### src/rtl/saniye_zamanlayici.sv
// Seconds tick, seconds-in-cycle counter and debounced pedestrian request front-end
// for the traffic-light controller.
module saniye_zamanlayici #(
  parameter int unsigned CLK_HZ     = 24_000_000,
  parameter int unsigned DONGU_SURE = 60,
  parameter int unsigned DEB_CYCLES = 480_000
) (
  input  logic       sayac,
  input  logic       reset,
  input  logic       calis,
  input  logic       yaya_buton,
  input  logic       yaya_onay,
  output logic       tick_1hz,
  output logic [5:0] saniye,
  output logic       dongu_basi,
  output logic       yaya_istek
);

  localparam int unsigned PW = $clog2(CLK_HZ);
  localparam int unsigned DW = (DEB_CYCLES > 1) ? $clog2(DEB_CYCLES) : 1;

  localparam logic [PW-1:0] PRE_SON = PW'(CLK_HZ - 1);
  localparam logic [5:0]    SAN_SON = 6'(DONGU_SURE - 1);
  localparam logic [DW-1:0] DEB_SON = DW'(DEB_CYCLES - 1);

  logic [PW-1:0] pre;
  logic          senk1;
  logic          senk2;
  logic          deb_seviye;
  logic          deb_seviye_d;
  logic [DW-1:0] deb_say;
  logic          istek_kur_c;

  // Prescaler: one tick every CLK_HZ running cycles, holds while paused
  always_ff @(posedge sayac) begin
    if (reset) begin
      pre      <= '0;
      tick_1hz <= 1'b0;
    end else if (calis) begin
      if (pre == PRE_SON) begin
        pre      <= '0;
        tick_1hz <= 1'b1;
      end else begin
        pre      <= pre + PW'(1);
        tick_1hz <= 1'b0;
      end
    end else begin
      tick_1hz <= 1'b0;
    end
  end

  // Seconds-in-cycle counter, updated on the tick edge so value and tick align
  always_ff @(posedge sayac) begin
    if (reset) begin
      saniye     <= '0;
      dongu_basi <= 1'b0;
    end else if (calis && pre == PRE_SON) begin
      if (saniye == SAN_SON) begin
        saniye     <= '0;
        dongu_basi <= 1'b1;
      end else begin
        saniye     <= saniye + 6'd1;
        dongu_basi <= 1'b0;
      end
    end else begin
      dongu_basi <= 1'b0;
    end
  end

  // Two-flop synchroniser for the asynchronous button
  always_ff @(posedge sayac) begin
    if (reset) begin
      senk1 <= 1'b0;
      senk2 <= 1'b0;
    end else begin
      senk1 <= yaya_buton;
      senk2 <= senk1;
    end
  end

  // Debounce: accept a new level only after DEB_CYCLES consecutive differing samples
  always_ff @(posedge sayac) begin
    if (reset) begin
      deb_seviye   <= 1'b0;
      deb_seviye_d <= 1'b0;
      deb_say      <= '0;
    end else begin
      deb_seviye_d <= deb_seviye;
      if (senk2 == deb_seviye) begin
        deb_say <= '0;
      end else if (deb_say == DEB_SON) begin
        deb_seviye <= senk2;
        deb_say    <= '0;
      end else begin
        deb_say <= deb_say + DW'(1);
      end
    end
  end

  assign istek_kur_c = deb_seviye & ~deb_seviye_d;

  // Pending request: set on debounced press, cleared by acknowledge; set has priority
  always_ff @(posedge sayac) begin
    if (reset) begin
      yaya_istek <= 1'b0;
    end else if (istek_kur_c) begin
      yaya_istek <= 1'b1;
    end else if (yaya_onay) begin
      yaya_istek <= 1'b0;
    end
  end

endmodule

### config.mk
export PLATFORM = sky130hd
export DESIGN_NAME = saniye_zamanlayici
export DESIGN_NICKNAME = d
export VERILOG_FILES = /design/src/rtl/saniye_zamanlayici.sv
export SDC_FILE = /design/constraint.sdc
export NUM_CORES = 1
export LEC_CHECK = 0
export BUFFER_PORTS_ARGS = -buffer_cell sky130_fd_sc_hd__buf_2
export CORE_MARGIN = 3
export CORE_UTILIZATION = 55
export DETAILED_ROUTE_END_ITERATION = 16
export PLACE_DENSITY = 0.73
export SYNTH_ARGS = -nofsm -noshare
export SYNTH_HDL_FRONTEND = slang
export SYNTH_SLANG_ARGS = --single-unit
### constraint.sdc
create_clock -name sayac -period 2.1 [get_ports sayac]
set_clock_uncertainty 0.05 [all_clocks]
set_input_delay 0.42 -clock sayac [delete_from_list [all_inputs] [get_ports sayac]]
set_output_delay 0.42 -clock sayac [all_outputs]
set_load 0.03 [all_outputs]
==> After elaboration in Yosys (flattened, before gate mapping) <==
Index checks and enable logic that the tools add are counted.
{ "totals": {"wordCells": 34, "register_bits": 57, "output_inout_bits": 9, "input_bits": 5} }
{ "classes": {"reduce_logical": 6, "bitwise_logic": 5, "n_mux": 6, "n_addsub": 3, "n_eq_ne": 4} }
{ "ops": {"columns": ["cell", "count"], "rows": [
  ["25-bit by 1-bit adder with 25-bit output (second input constant)", 1],
  ["25-bit == test (second input constant)", 1],
  ["25-bit 2-to-1 mux", 1],
  ["19-bit by 1-bit adder with 19-bit output (second input constant)", 1],
  ["19-bit == test (second input constant)", 1],
  ["6-bit by 1-bit adder with 6-bit output (second input constant)", 1],
  ["6-bit == test (second input constant)", 1],
  ["6-bit 2-to-1 mux", 1],
  ["1-bit 2-to-1 mux", 4],
  ["1-bit inverter", 4],
  ["2-bit OR reduction", 2],
  ["3-bit OR reduction", 1],
  ["2-bit AND reduction", 1],
  ["2-bit nonzero test", 1],
  ["1-bit bitwise AND", 1],
  ["1-bit == test", 1],
  ["1-bit logical AND", 1]
]} }

==> Logic depth before layout (Yosys ltp) <==
{ "logic_depth": {"ltp_word": 4, "mapped_depth": 8, "ltp_nobuf": 6} }

==> Least setup slack after synthesis <==
Ideal clock, no wire load.
{ "synth_timing": {"path_type": "reg2reg", "start": "register deb_say[0]", "end": "register deb_say[15]", "required_ps": 1935, "setup_ps": 115, "path_buffers": 2, "synth_period_minus_slack_ps": 1906, "arrival_time_ps": 1741, "slack_ps": 194, "path_stages_with_launch": 9, "path_cell_list": "dfxtp_1 ha_1 nand2_1 or3_1 or3_1 nand2b_1 buf_4 buf_4 nor2_1"} }
{ "synth_between": {"elab_chain_len": 2, "word_cells_on_any_way": 3, "classes_between": "1 x add/sub; 1 x eq/ne; 1 x reduce/logical"} }
{ "synth_rtl": {"columns": ["item", "line", "rtl"], "rows": [
  ["start: declaration", "31", "logic [DW-1:0] deb_say;"],
  ["start signal: assignment", "95", "deb_say <= deb_say + DW'(1);"],
  ["parallel branches: the longest is 2 deep, another holds 19-bit by 1-bit adder with 19-bit output", null, null]
]} }
Several ways; the timed one is not identified.
A chain may end at the register's enable or synchronous reset.

==> Worst setup path after layout <==
{ "layout_timing": {"start": "register deb_say[0]", "end": "register deb_say[13]"} }
The elaborated chain is that of the path after synthesis.

==> flow_summary_export.csv <==
group,metric,value,unit
worst_setup_path,cp-end-kind,"flop",
timing,relSlewSlack,69.6,%
drt,wl,4540,µm
die,num_rows,24,
synthesis,synth_compound_gate_area_share,4.41,%
timing,fin_crit_sh,94.7,%
global_route,gr-total-overflow,0,
pwr,p_int,1800,µW
global_route,groute.layer.met2.usage,25.9,%
clocking,cts_tree,"done",
placed_design,dpl_worst_slack,107,ps
worst_setup_path,cp_data_arrival_time,2150,ps
drt,drt-pass1-iter-count,4,
synthesis,synth_warnings,0,
global_route,grtUsageMet1,26.3,%
die,placeableCoreArea,4380,µm²
synthesis,synthXorXnorAreaFrac,13.2,%
drt,final_antenna_net_count,0,
synthesis,synth_top_family_by_area,"simple AND/OR/NAND/NOR gates",
timing,worst_slack,112,ps
global_route,grtUsageMet3,3.69,%
synthesis,synth_edf_count,0,
drt,drc_errors_left,0,
synthesis,netlist-cell-type-count,41,
timing,timing.final.max_slew_violations,0,
die,start_util,57.5,%
timing,rsz0062_at_grt,"no",
global_route,grt-busiest-layer,"met1",
clocking,clock_tree.htree_level_count,3,
clocking,cts-root-to-sink-buffers,2,
synthesis,portion_of_netlist_area_occupied_by_mux_cells,1.19,%
synthesis,synth-seq-cells,57,
drt,dr_total_vias,1961,
finish,layout-drive-gt1-share,13.5,%
finish,layout.area.seq,1140,µm²
flow_run,cap_viol_max_count,0,
pwr,powerDensity,768,nW/µm²
drt,wl_per_cell,12.5,µm
finish,mostFrequentLayoutCell,"sky130_fd_sc_hd__dfxtp_1",
drt,drtIter0Drc,45,
clocking,clk_latency,330,ps
finish,antenna-diode-count,0,
timing,tightest_slew,455,ps
worst_setup_path,crit_path_max_fanout,17,
die,die-area,5430,µm²
placed_design,dpl.hpwl,3000,µm
pwr,p_sw_share,19.4,%
global_route,grt_antenna_before_repair,0,
worst_setup_path,worst_path_max_delay_cell,"sky130_fd_sc_hd__or3_1",
pwr,power_frac_seq,49.1,%
synthesis,ys_seq_area_share,45.2,%
worst_hold_path,worst_hold_path_type,"input port to flop",
pwr,total_switching_power,433,µW
global_route,grt_start_max_net_pins,19,
clocking,cts.clk_slew.worst_paths,70,ps
drt,viasPerCell,5.40,
finish,multiInputGateArea,1340,µm²
synthesis,synthesis.nets,291,
synthesis,synthAdderAreaFrac,1.49,%
clocking,cts.sinks,57,
global_route,grt_pass1_wl,7870,µm
finish,syn2layout_area_growth,15.4,%
synthesis,share_of_synthesized_cell_area_in_and_or_nand_and_nor_gates,32.3,%
finish,fillers,354,
timing,max_clock_freq,503,MHz
worst_setup_path,maximum_single_stage_delay_on_the_critical_path,440,ps
finish,final_net_count,315,
synthesis,synth_async_sr_flop_share,0,%
pwr,share_comb_of_total_power,1.9,%
synthesis,post_synth_instance_area,2520,µm²
die,die_w,73.7,µm
placed_design,gpl.final_weighted_congestion,0.808,
worst_setup_path,cp_common_cell,"sky130_fd_sc_hd__or3_1",
synthesis,syn-instance-count,283,
clocking,cts_made_buffers,9,
timing,finalHoldViolCount,0,
die,die_height,73.7,µm
global_route,grt_pass1_vias,1788,
global_route,grt.total_usage,18.5,%
clocking,cts_setup_buffers,0,
worst_setup_path,critical_path_required,2260,ps
worst_setup_path,critical_path.cell_chain,"ha_2 > nand2_1 > or3_1 > or3_1 > nand2b_1 > buf_12 > nor2_1",
synthesis,avgSynthCellArea,8.91,µm²
timing,setup-violations-final,0,
clocking,root_buffer,"sky130_fd_sc_hd__clkbuf_8",
die,design.portCount,14,
placed_design,portbufs,13,
pwr,p_leak,0.00101,µW
pwr,p_clk_share,49.0,%
timing,post_route_setup_tns,0,ps
worst_setup_path,timing.critical_path.from_type,"flop",
pwr,vdd.ir_drop.worst,0.391,mV
run_status,run_status,"finished, final reports clean",
worst_setup_path,path_class,"flop to flop",
timing,timing.final.crit_period,1990,ps
finish,layout_common_cells,"sky130_fd_sc_hd__dfxtp_1, sky130_fd_sc_hd__nor2_1, sky130_fd_sc_hd__xnor2_1",
synthesis,postSynth.topFlopCell,"sky130_fd_sc_hd__dfxtp_1",
-- worst max-delay path: cells and delay by family (launching register included) --
| kind | cells | cell delay, ps |
|---|---|---|
| adder cells (fa/ha/maj) | 1 | 220 |
| AND/OR/NAND/NOR | 5 | 1080 |
| flip-flops | 1 | 360 |
| buffers and inverters | 1 | 150 |
-- kinds of logic after synthesis --
group           after synthesis
xor+xnor                     38
compound gates               20
fa+ha+maj                     3
mux                           3
flops                        57
simple gates                152
buf+inv                      10
-- flip-flops by register name, indices dropped and copies added (netlist names) --
name	cells
yaya_istek	1
deb_say	19
senk2	1
saniye	6
dongu_basi	1
tick_1hz	1
senk1	1
pre	25
deb_seviye_d	1
deb_seviye	1
-- metal layers --
metal,vias to the layer above,routed length (µm),share of wire [%]
li1,1022,-,-
met3,11,133,2.9
met4,0,99,2.2
met2,28,1930,43
met5,-,0,0
met1,900,2370,52
-- cells in the mapped netlist (all sizes together), types with 5 or more instances --
| cell type | n | area, µm² |
|---|---|---|
| nor2 | 52 | 195 |
| dfxtp | 57 | 1140 |
| nand3 | 17 | 90.1 |
| xor2 | 15 | 131 |
| a21oi | 8 | 40.0 |
| o21ai | 6 | 30.0 |
| nor3 | 8 | 51.3 |
| and4 | 9 | 80.1 |
| nand2 | 20 | 75.1 |
| buf | 5 | 36.3 |
| xnor2 | 23 | 201 |
| nand4 | 9 | 56.3 |
| nand2b | 5 | 31.3 |
| or3 | 7 | 43.8 |
-- power by group through the flow --
stage | clock, µW | sequential (µW) | combinational, µW
6_report | 1100 | 1100 | 43.1
4_1_cts | 1110 | 1100 | 43.8
3_3_place_gp | 0 | 1120 | 43.0
2_1_floorplan | 0 | 1120 | 27.3
5_1_grt | 1170 | 1100 | 48.5
3_5_place_dp | 0 | 1120 | 43.8
-- worst paths after layout --
path | from | end | slack, ps | cells past startpoint
max reg2reg | deb_say[0]$_SDFF_PP0_ | deb_say[13]$_SDFF_PP0_ | 110 | 7
max | deb_say[0]$_SDFF_PP0_ | deb_say[13]$_SDFF_PP0_ | 110 | 7
min reg2reg | senk1$_SDFF_PP0_ | senk2$_SDFF_PP0_ | 380 | 1
min | yaya_buton | senk1$_SDFF_PP0_ | 290 | 2
-- repair_timing --
item	in CTS	in global routing
hold buffers	0	0
hold endpoints to repair	0	0
setup endpoints to repair	0	6
gates resized for setup	0	2
-- cell type report --
cell class                      instances  share of cell area (%)
Inverter                                2                   0.258
Sequential cell                        57                    39.2
Clock buffer                           12                    4.99
Clock inverter                          3                    2.24
Tap cell                               52                    2.24
Timing Repair Buffer                   21                    5.16
Multi-Input combinational cell        216                    45.9
-- through the flow --
stage | utilization (%) | total power [µW] | std cells | hold WS, ps | area [µm²]
final | 66.4 | 2230 | 363 | 288 | 2910
after global routing | 66.4 | 2310 | 363 | 289 | 2910
after CTS | 66.2 | 2250 | 363 | 282 | 2900
after detailed placement | 61.4 | 1160 | 348 | 373 | 2690
after global placement | 61.4 | 1160 | 348 | 375 | 2690
after floorplan | - | 1150 | 283 | 364 | 2520
No activity file was read; power rests on OpenSTA's default activity.
